==> config.mk <==
export PLATFORM = sky130hd
export DESIGN_NAME = start_sched
export DESIGN_NICKNAME = d
export VERILOG_FILES = /design/src/rtl/start_sched.sv
export SDC_FILE = /design/constraint.sdc
export NUM_CORES = 1
export LEC_CHECK = 0
export BUFFER_PORTS_ARGS = -buffer_cell sky130_fd_sc_hd__buf_2
export CORE_MARGIN = 2
export CORE_UTILIZATION = 45
export DETAILED_ROUTE_END_ITERATION = 12
export HOLD_SLACK_MARGIN = 0.1
export PLACE_DENSITY = 0.68
export SLEW_MARGIN = 10
export SYNTH_ARGS = -nofsm -noshare
export SYNTH_HDL_FRONTEND = slang
export SYNTH_SLANG_ARGS = --single-unit
==> constraint.sdc <==
create_clock -name clk -period 6.4 [get_ports clk]
set_clock_uncertainty 0.05 [all_clocks]
set_input_delay 0.32 -clock clk [delete_from_list [all_inputs] [get_ports clk]]
set_output_delay 0.32 -clock clk [all_outputs]
set_load 0.005 [all_outputs]
==> src/rtl/start_sched.sv <==
// Start scheduler: grants one prioritised, round-robin-fair request at a time
// to a shared compute engine and watches the running job for a hang.
module start_sched #(
  parameter int unsigned RN  = 4,
  parameter int unsigned IDW = 2,
  parameter int unsigned PW  = 2,
  parameter int unsigned TOW = 16
) (
  input  logic             clk,
  input  logic             rst_n,
  input  logic [RN-1:0]    req_valid,
  input  logic [RN*PW-1:0] req_prior,
  output logic [RN-1:0]    req_ready,
  output logic             eng_start,
  output logic [IDW-1:0]   eng_id,
  output logic [PW-1:0]    eng_prior,
  input  logic             eng_ready,
  input  logic             eng_done,
  output logic             busy,
  output logic             timeout_err
);

  localparam logic [1:0] S_IDLE  = 2'd0;
  localparam logic [1:0] S_ISSUE = 2'd1;
  localparam logic [1:0] S_RUN   = 2'd2;

  // Last watchdog value before expiry: the RUN cycle holding this value is the
  // (2**TOW-1)-th one.
  localparam logic [TOW-1:0] WD_LAST = TOW'((2 ** TOW) - 2);

  logic [1:0]     state, next_state;
  logic [IDW-1:0] ptr, ptr_next, win;
  logic [PW-1:0]  max_p, win_p, cand_p;
  logic [TOW-1:0] wd;
  logic           any_req, found, wd_expire, accept;
  int unsigned    scan;

  assign any_req   = |req_valid;
  assign wd_expire = (wd == WD_LAST);
  assign accept    = (state == S_IDLE) && any_req;

  // Highest valid priority, then first holder of it at or after the pointer.
  always_comb begin
    max_p  = '0;
    win    = '0;
    win_p  = '0;
    cand_p = '0;
    found  = 1'b0;
    scan   = 0;
    for (int unsigned i = 0; i < RN; i++) begin
      if (req_valid[i] && (req_prior[PW*i +: PW] > max_p)) begin
        max_p = req_prior[PW*i +: PW];
      end
    end
    for (int unsigned k = 0; k < RN; k++) begin
      scan = 32'(ptr) + k;
      if (scan >= RN) begin
        scan = scan - RN;
      end
      cand_p = req_prior[PW*scan +: PW];
      if (!found && req_valid[scan] && (cand_p == max_p)) begin
        found = 1'b1;
        win   = IDW'(scan);
        win_p = cand_p;
      end
    end
  end

  assign ptr_next = (win == IDW'(RN - 1)) ? '0 : win + IDW'(1);

  always_comb begin
    req_ready = '0;
    if (accept) begin
      req_ready[win] = 1'b1;
    end
  end

  always_comb begin
    next_state = state;
    case (state)
      S_IDLE:  if (any_req) next_state = S_ISSUE;
      S_ISSUE: if (eng_ready) next_state = S_RUN;
      S_RUN:   if (eng_done || wd_expire) next_state = S_IDLE;
      default: next_state = S_IDLE;
    endcase
  end

  always_ff @(posedge clk or negedge rst_n) begin
    if (!rst_n) begin
      state <= S_IDLE;
    end else begin
      state <= next_state;
    end
  end

  always_ff @(posedge clk or negedge rst_n) begin
    if (!rst_n) begin
      eng_start   <= 1'b0;
      busy        <= 1'b0;
      eng_id      <= '0;
      eng_prior   <= '0;
      ptr         <= '0;
      wd          <= '0;
      timeout_err <= 1'b0;
    end else begin
      eng_start <= (next_state == S_ISSUE);
      busy      <= (next_state != S_IDLE);
      if (accept) begin
        eng_id    <= win;
        eng_prior <= win_p;
        ptr       <= ptr_next;
      end
      if (state == S_ISSUE) begin
        wd <= '0;
      end else if (state == S_RUN) begin
        wd <= wd + TOW'(1);
      end
      // A completion in the expiry cycle takes precedence over the error.
      if ((state == S_RUN) && !eng_done && wd_expire) begin
        timeout_err <= 1'b1;
      end
    end
  end

endmodule

==> results of run 1 <==
==> path summary, 6_finish.rpt <==
kind / startpoint / end / slack, ps / cells after the start
worst max register to register: ptr[0]$_DFFE_PN0P_ / ptr[1]$_DFFE_PN0P_ / 2370 / 11
worst min-delay path: eng_done / timeout_err$_DFFE_PN0P_ / 310 / 3
min in group asynchronous: rst_n / wd[2]$_DFFE_PN0P_ / 530 / 2
worst max-delay path: req_valid[0] / req_ready[3] / 410 / 26
worst min register to register: timeout_err$_DFFE_PN0P_ / timeout_err$_DFFE_PN0P_ / 430 / 1
max in group asynchronous: rst_n / wd[10]$_DFFE_PN0P_ / 5370 / 2
==> timing repair <==
item	4_1_cts	5_1_grt
endpoints found under the setup margin	0	4
endpoints found under the hold margin	27	0
hold buffers	1	0
gates resized for setup	0	1
==> layer usage <==
metal	share of wire, %	global-route usage (%)	vias up
met4	0.60	4.17	0
met2	46	28.0	27
li1	-	-	934
met1	50	25.4	877
met5	0	0	-
met3	3.3	2.28	2
==> kinds of logic (layout without fill, tap and decap cells) <==
group / after synthesis / after routing
simple gates: 99 / 99
flops: 27 / 27
fa+ha+maj: 18 / 18
xor+xnor: 17 / 17
buf+inv: 22 / 46
compound gates: 51 / 51
mux: 16 / 16
==> flip-flops by register name, indices dropped and copies added, names as in the netlist <==
register and cells:
wd 16, eng_start 1, timeout_err 1, eng_prior 2
busy 1, state 2, eng_id 2, ptr 2
==> layout make-up <==
class / instances / area share, %
multi-input cells: 201 / 60.0
clock buffers: 4 / 1.79
repair buffers: 28 / 5.87
inverters: 14 / 2.09
well taps: 67 / 3.33
flip-flops and latches: 27 / 26.9
==> power by group through the flow <==
stage	clock network, mW	registers, mW	logic, mW
floorplan	0	0.242	0.510
global placement	0	0.260	0.631
detailed placement	0	0.263	0.641
CTS	0.0983	0.259	0.645
global route	0.108	0.267	0.727
finish	0.0946	0.258	0.646
==> cell usage in the layout, fill, tap and decap left out, types with 4 or more instances in the layout <==
| master | n |
|---|---|
| mux2i_1 | 4 |
| and3_1 | 9 |
| nor2_1 | 25 |
| inv_1 | 13 |
| or3_1 | 5 |
| buf_2 | 26 |
| nand3_1 | 5 |
| xor2_1 | 10 |
| o21ai_0 | 14 |
| and2_1 | 8 |
| xnor2_1 | 7 |
| ha_1 | 18 |
| mux2_2 | 5 |
| a21oi_1 | 5 |
| nand2_1 | 25 |
| nor2b_1 | 5 |
| dfrtp_1 | 27 |
| nor3_1 | 5 |
==> critical path, cell delays in order <==
cell       delay [ps]
buf_2             120
and2_1            170
inv_1             100
ha_1              330
nor2b_2           190
o21ai_2           190
mux2_2            380
ha_1              270
nor2_1            230
o2111ai_1         160
and4_4            220
or2_2             270
ha_1              280
nand2_1            50
o211ai_1          170
o2111ai_1         170
o21ai_1           280
or2_2             190
nand3_1           100
nor2_1            410
o21ai_0           230
mux2_4            330
inv_1              90
ha_1              150
and2_1            110
buf_2             100
==> per-stage QoR <==
step | cell area [um^2] | power, mW | utilization (%)
floorplan | 2270 | 0.753 | -
global placement | 2450 | 0.892 | 51.3
detailed placement | 2450 | 0.903 | 51.3
CTS | 2510 | 1.00 | 52.4
global route | 2510 | 1.10 | 52.5
finish | 2510 | 0.999 | 52.5
==> results by group, run 1 <==
Status
  – Status: completed

Die
  – Die Span Y: approximately 75 um
  – Starting Density: between 40 and 50%
  – Die ar.: 0.00562 mm^2
  – DIE WIDTH: 75.0 um
  – Row count: 25
  – CORE AREA: ~0.0048 mm^2
  – Boundary Pins: 27

Cells and area
  – Multi-input gate area: between 0.0015 and 0.002 mm^2
  – Non-Filler Instances: 341
  – Share of cells above drive strength 1: just over 20%
  – Area Growth Syn to Fin: 10.9%
  – Fin nets: just over 300
  – Ant diodes: 0
  – FILL cells: 459
  – Storage element area: 676 um^2

Synth
  – Asr flop ratio synth: between 90% and 100%
  – Post-synth EDFFs: 0
  – Post-Syn Area: approximately 0.0023 mm^2
  – Ys Warns: 0
  – Synth Area in XOR/XNOR: ~6.6%
  – Adder-Cell Fraction of Synth Area: under 10%
  – Compound-Gate Fraction of Synth Area: between 15 and 20%
  – Post-synth top area share: 29.8%
  – Flops & latches, synth: 27
  – Post-Synthesis Cells: 250
  – Post-synthesis mux area share: between 10% and 20%
  – Largest family of logic cells by synthesized area: simple AND/OR/NAND/NOR gates
  – Synth cell types: 52
  – Top FF cell, synth: dfrtp_1
  – Dominant cell type by area after synthesis: dfrtp_1
  – Syn_nets: between 200 and 300
  – Simple-gate portion of the synthesized area: a little over a fifth
  – Top cells by count, synth: dfrtp_1, nand2_1, nor2_1, ha_1, o21ai_0
  – Most frequent cell after synthesis: dfrtp_1
  – Mean post-synth cell area: ~9.1 um^2
  – Sequential area share after synthesis: slightly below 30%
  – Largest cells by area after synthesis: dfrtp_1, ha_1, nand2_1

Timing
  – Final worst slack: slightly above 400 ps
  – Post-route setup TNS: 0 ps
  – Final hold violations: 0
  – Slew Limit Headroom: between 50% and 60%
  – Fmax: roughly 170 MHz
  – Period utilization: between 90% and 100%
  – Min cycle time layout: 5990 ps
  – Unrepaired setup endpoints after global routing: no
  – Slew Limit Fails: 0
  – Hold_ws: a little over 300 ps
  – Final setup viols: 0
  – Worst-Margin Slew: 648 ps

Route
  – Vias per inst: approximately 5.4
  – Via count: 1840
  – DRC Markers: 0
  – Final WL: ~4500 um
  – DRT antenna net count: 0
  – 1st-pass router iterations: 4
  – Initial drt markers: 79
  – Routed len/inst: 13.2 um

Critical path
  – Startpoint Class: primary input
  – Critical path arrival: ~5600 ps
  – Setup Crit Path Kind: primary input to output pin
  – Worst setup EP type: output pin
  – Max FO, Critical Path: 7
  – CP Data Required Time: 6030 ps

Pwr
  – Internal: about 0.55 mW
  – Flop pwr share: ~26%
  – Comb pwr share: roughly two thirds
  – Leakage: approximately 1.2 nW
  – Clock power frac: under 10%
  – Peak supply drop: 0.292 mV
  – Sw frac: approximately 44%
  – P per Cell Area: around 400 mW/mm^2
  – Switching power summed over all nets: roughly 0.44 mW

Clock tree
  – Max clock buf depth: 2
  – H-tree levels: 1
  – Clock tree from TritonCTS: built
  – Root Buffer: clkbuf_8
  – Clk_lat worst skew: between 200 and 300 ps
  – Clock transition at path regs: 90 ps
  – Sink Count: 27
  – CTS Buf Count: 3
  – Post-CTS setup-driven buffer insertion count: 0

Placement
  – Placer congestion estimate: 0.881
  – Detailed placer's ending HPWL: about 3500 um
  – Placed cell count: about 340
  – Port Buffers: 26
  – Pre-CTS WS: approximately 430 ps

Global route
  – Initial antenna violation count: 0
  – Total global routing overflow: 0
  – Vias in the first global route: between 1500 and 2000
  – First-pass GRT wire length: between 7000 and 8000 um
  – Largest net degree at the start of global routing: 28
  – Gr usage total: between 10% and 20%

Job
  – Max Cap Violations: 0

Min path
  – Class of the most critical hold timing path: primary input to flip-flop
No activity file was read; power rests on OpenSTA's default activity.
==> run 2: changes to the inputs <==
Settings changed: RECOVER_POWER from default to 50, SETUP_SLACK_MARGIN from default to 0.02.
==> results by group, run 2 (synthesis gave the netlist of run 1 again) <==
Cells and area
  – Commonest non-fill, non-tap cell in the layout: dfrtp_1
  – Area Growth Syn to Fin: 10.8%
  – Max reg flops: 16
  – Non-Filler Instances: 341
  – Fin nets: approximately 310
  – Final core utilization: a little over half
  – FILL cells: ~460
  – Ant diodes: 0
  – Commonest cells after routing, fill and taps aside: dfrtp_1, nand2_1, nor2_1
  – Biggest register: wd
  – Share of cells above drive strength 1: 19.3%

Route
  – Initial drt markers: 82
  – Vias per inst: 5.41
  – Via count: roughly 1800
  – DRC Markers: 0
  – 1st-pass router iterations: 4
  – Routed len/inst: ~13 um
  – Final WL: 4500 um
  – DRT antenna net count: 0

Clock tree
  – Clock transition at path regs: 90 ps
  – Clk_lat worst skew: about 270 ps
  – Sink Count: 27
  – H-tree levels: 1
  – Clock tree from TritonCTS: built
  – CTS Buf Count: 3
  – Max clock buf depth: 2
  – Post-CTS setup-driven buffer insertion count: 0
  – Root Buffer: clkbuf_8

Critical path
  – Worst setup EP type: output pin
  – CP Data Required Time: approximately 6000 ps
  – CP top delay family: compound AO/OA/AOI/OAI gates
  – Max FO, Critical Path: 6
  – CP max-delay cell: mux2_2
  – Critical path arrival: between 5000 and 6000 ps
  – Setup Crit Path Kind: primary input to output pin
  – Slowest stage delay, CP: between 300 and 400 ps
  – Worst path bufs/invs: 4
  – Startpoint Class: primary input
  – Crit path top cell by count: ha_1

Timing
  – Min cycle time layout: 5910 ps
  – Final setup viols: 0
  – Worst-Margin Slew: between 1000 and 1500 ps
  – Slew Limit Headroom: 4.69%
  – Final hold violations: 0
  – Unrepaired setup endpoints after global routing: no
  – Period utilization: a little over 90%
  – Slew Limit Fails: 0
  – Fmax: ~170 MHz
  – Final worst slack: just under 500 ps
  – Post-route setup TNS: 0 ps

Pwr
  – PnR Total Power: roughly 1.0 mW
  – P per Cell Area: 398 mW/mm^2
  – Leakage: approximately 1.2 nW
  – Peak supply drop: around 0.29 mV

Status
  – Status: completed

Global route
  – Vias in the first global route: 1708
  – First-pass GRT wire length: approximately 7800 um
  – Largest net degree at the start of global routing: 28
  – Gr usage total: approximately 18%
  – Total global routing overflow: 0
  – Initial antenna violation count: 0

Placement
  – Placed cell count: ~340
  – Detailed placer's ending HPWL: approximately 3500 um
  – Pre-CTS WS: between 400 and 500 ps
  – Placer congestion estimate: 0.881
  – Port Buffers: 26

Job
  – Max Cap Violations: 0

Die
  – Row count: 25
  – DIE WIDTH: between 70 and 80 um
  – Starting Density: 47.3%
  – Die ar.: around 0.0056 mm^2
  – Die Span Y: between 70 and 80 um
  – CORE AREA: about 0.0048 mm^2
  – Boundary Pins: 27

Min path
  – Class of the most critical hold timing path: primary input to flip-flop
-- run 2: changes by cell type in the layout (fill, tap and decap cells not counted), sizes merged --
cell | before | now
buf | 27 | 23
clkbuf | 4 | 8
-- run 2: repair_timing --
item	4_1_cts	5_1_grt
endpoints found under the hold margin	27	0
setup endpoints to repair	0	4
hold buffers	1	0
resized for setup	0	2
-- run 2: path summary, 6_finish.rpt --
path                       slack [ps]  cells after the start                       to                    start
setup / recovery                  490                     26             req_ready[3]             req_valid[0]
hold / removal                    310                      3  timeout_err$_DFFE_PN0P_                 eng_done
setup reg to reg                 2530                     11       ptr[1]$_DFFE_PN0P_       ptr[0]$_DFFE_PN0P_
hold reg to reg                   430                      1  timeout_err$_DFFE_PN0P_  timeout_err$_DFFE_PN0P_
max in group asynchronous        4610                      2       wd[10]$_DFFE_PN0P_                    rst_n
min in group asynchronous         860                      2        wd[2]$_DFFE_PN0P_                    rst_n
-- run 2: where the power goes --
| part | internal, mW | switching [mW] |
|---|---|---|
| registers | 0.215 | 0.0433 |
| logic | 0.293 | 0.352 |
| clock network | 0.0445 | 0.0500 |
| total | 0.553 | 0.446 |
-- run 2: per-stage QoR --
stage / cell area, um^2 / hold slack [ps]
finish: 2510 / 310
CTS: 2510 / 307
floorplan: 2270 / -25.6
global placement: 2450 / 320
global route: 2510 / 307
detailed placement: 2450 / 317
-- run 2: area by class of cell --
class	count	area [um^2]	area share, %
Timing Repair Buffer	28	143	5.68
Clock buffer	4	45.0	1.79
Sequential cell	27	676	26.9
Multi-Input combinational cell	201	1510	60.2
Tap cell	67	83.8	3.34
Inverter	14	52.6	2.09
-- run 2: worst min-delay path, stage by stage --
cell	delay, ps
buf_2	100
inv_1	40
a31o_2	130
-- run 2: layer usage --
metal,vias to the layer above,part of all wire [%],global-route usage (%)
li1,936,-,-
met1,878,50,25.4
met2,29,47,28.0
met3,2,3.3,2.28
met4,0,0.60,4.17
met5,-,0,0
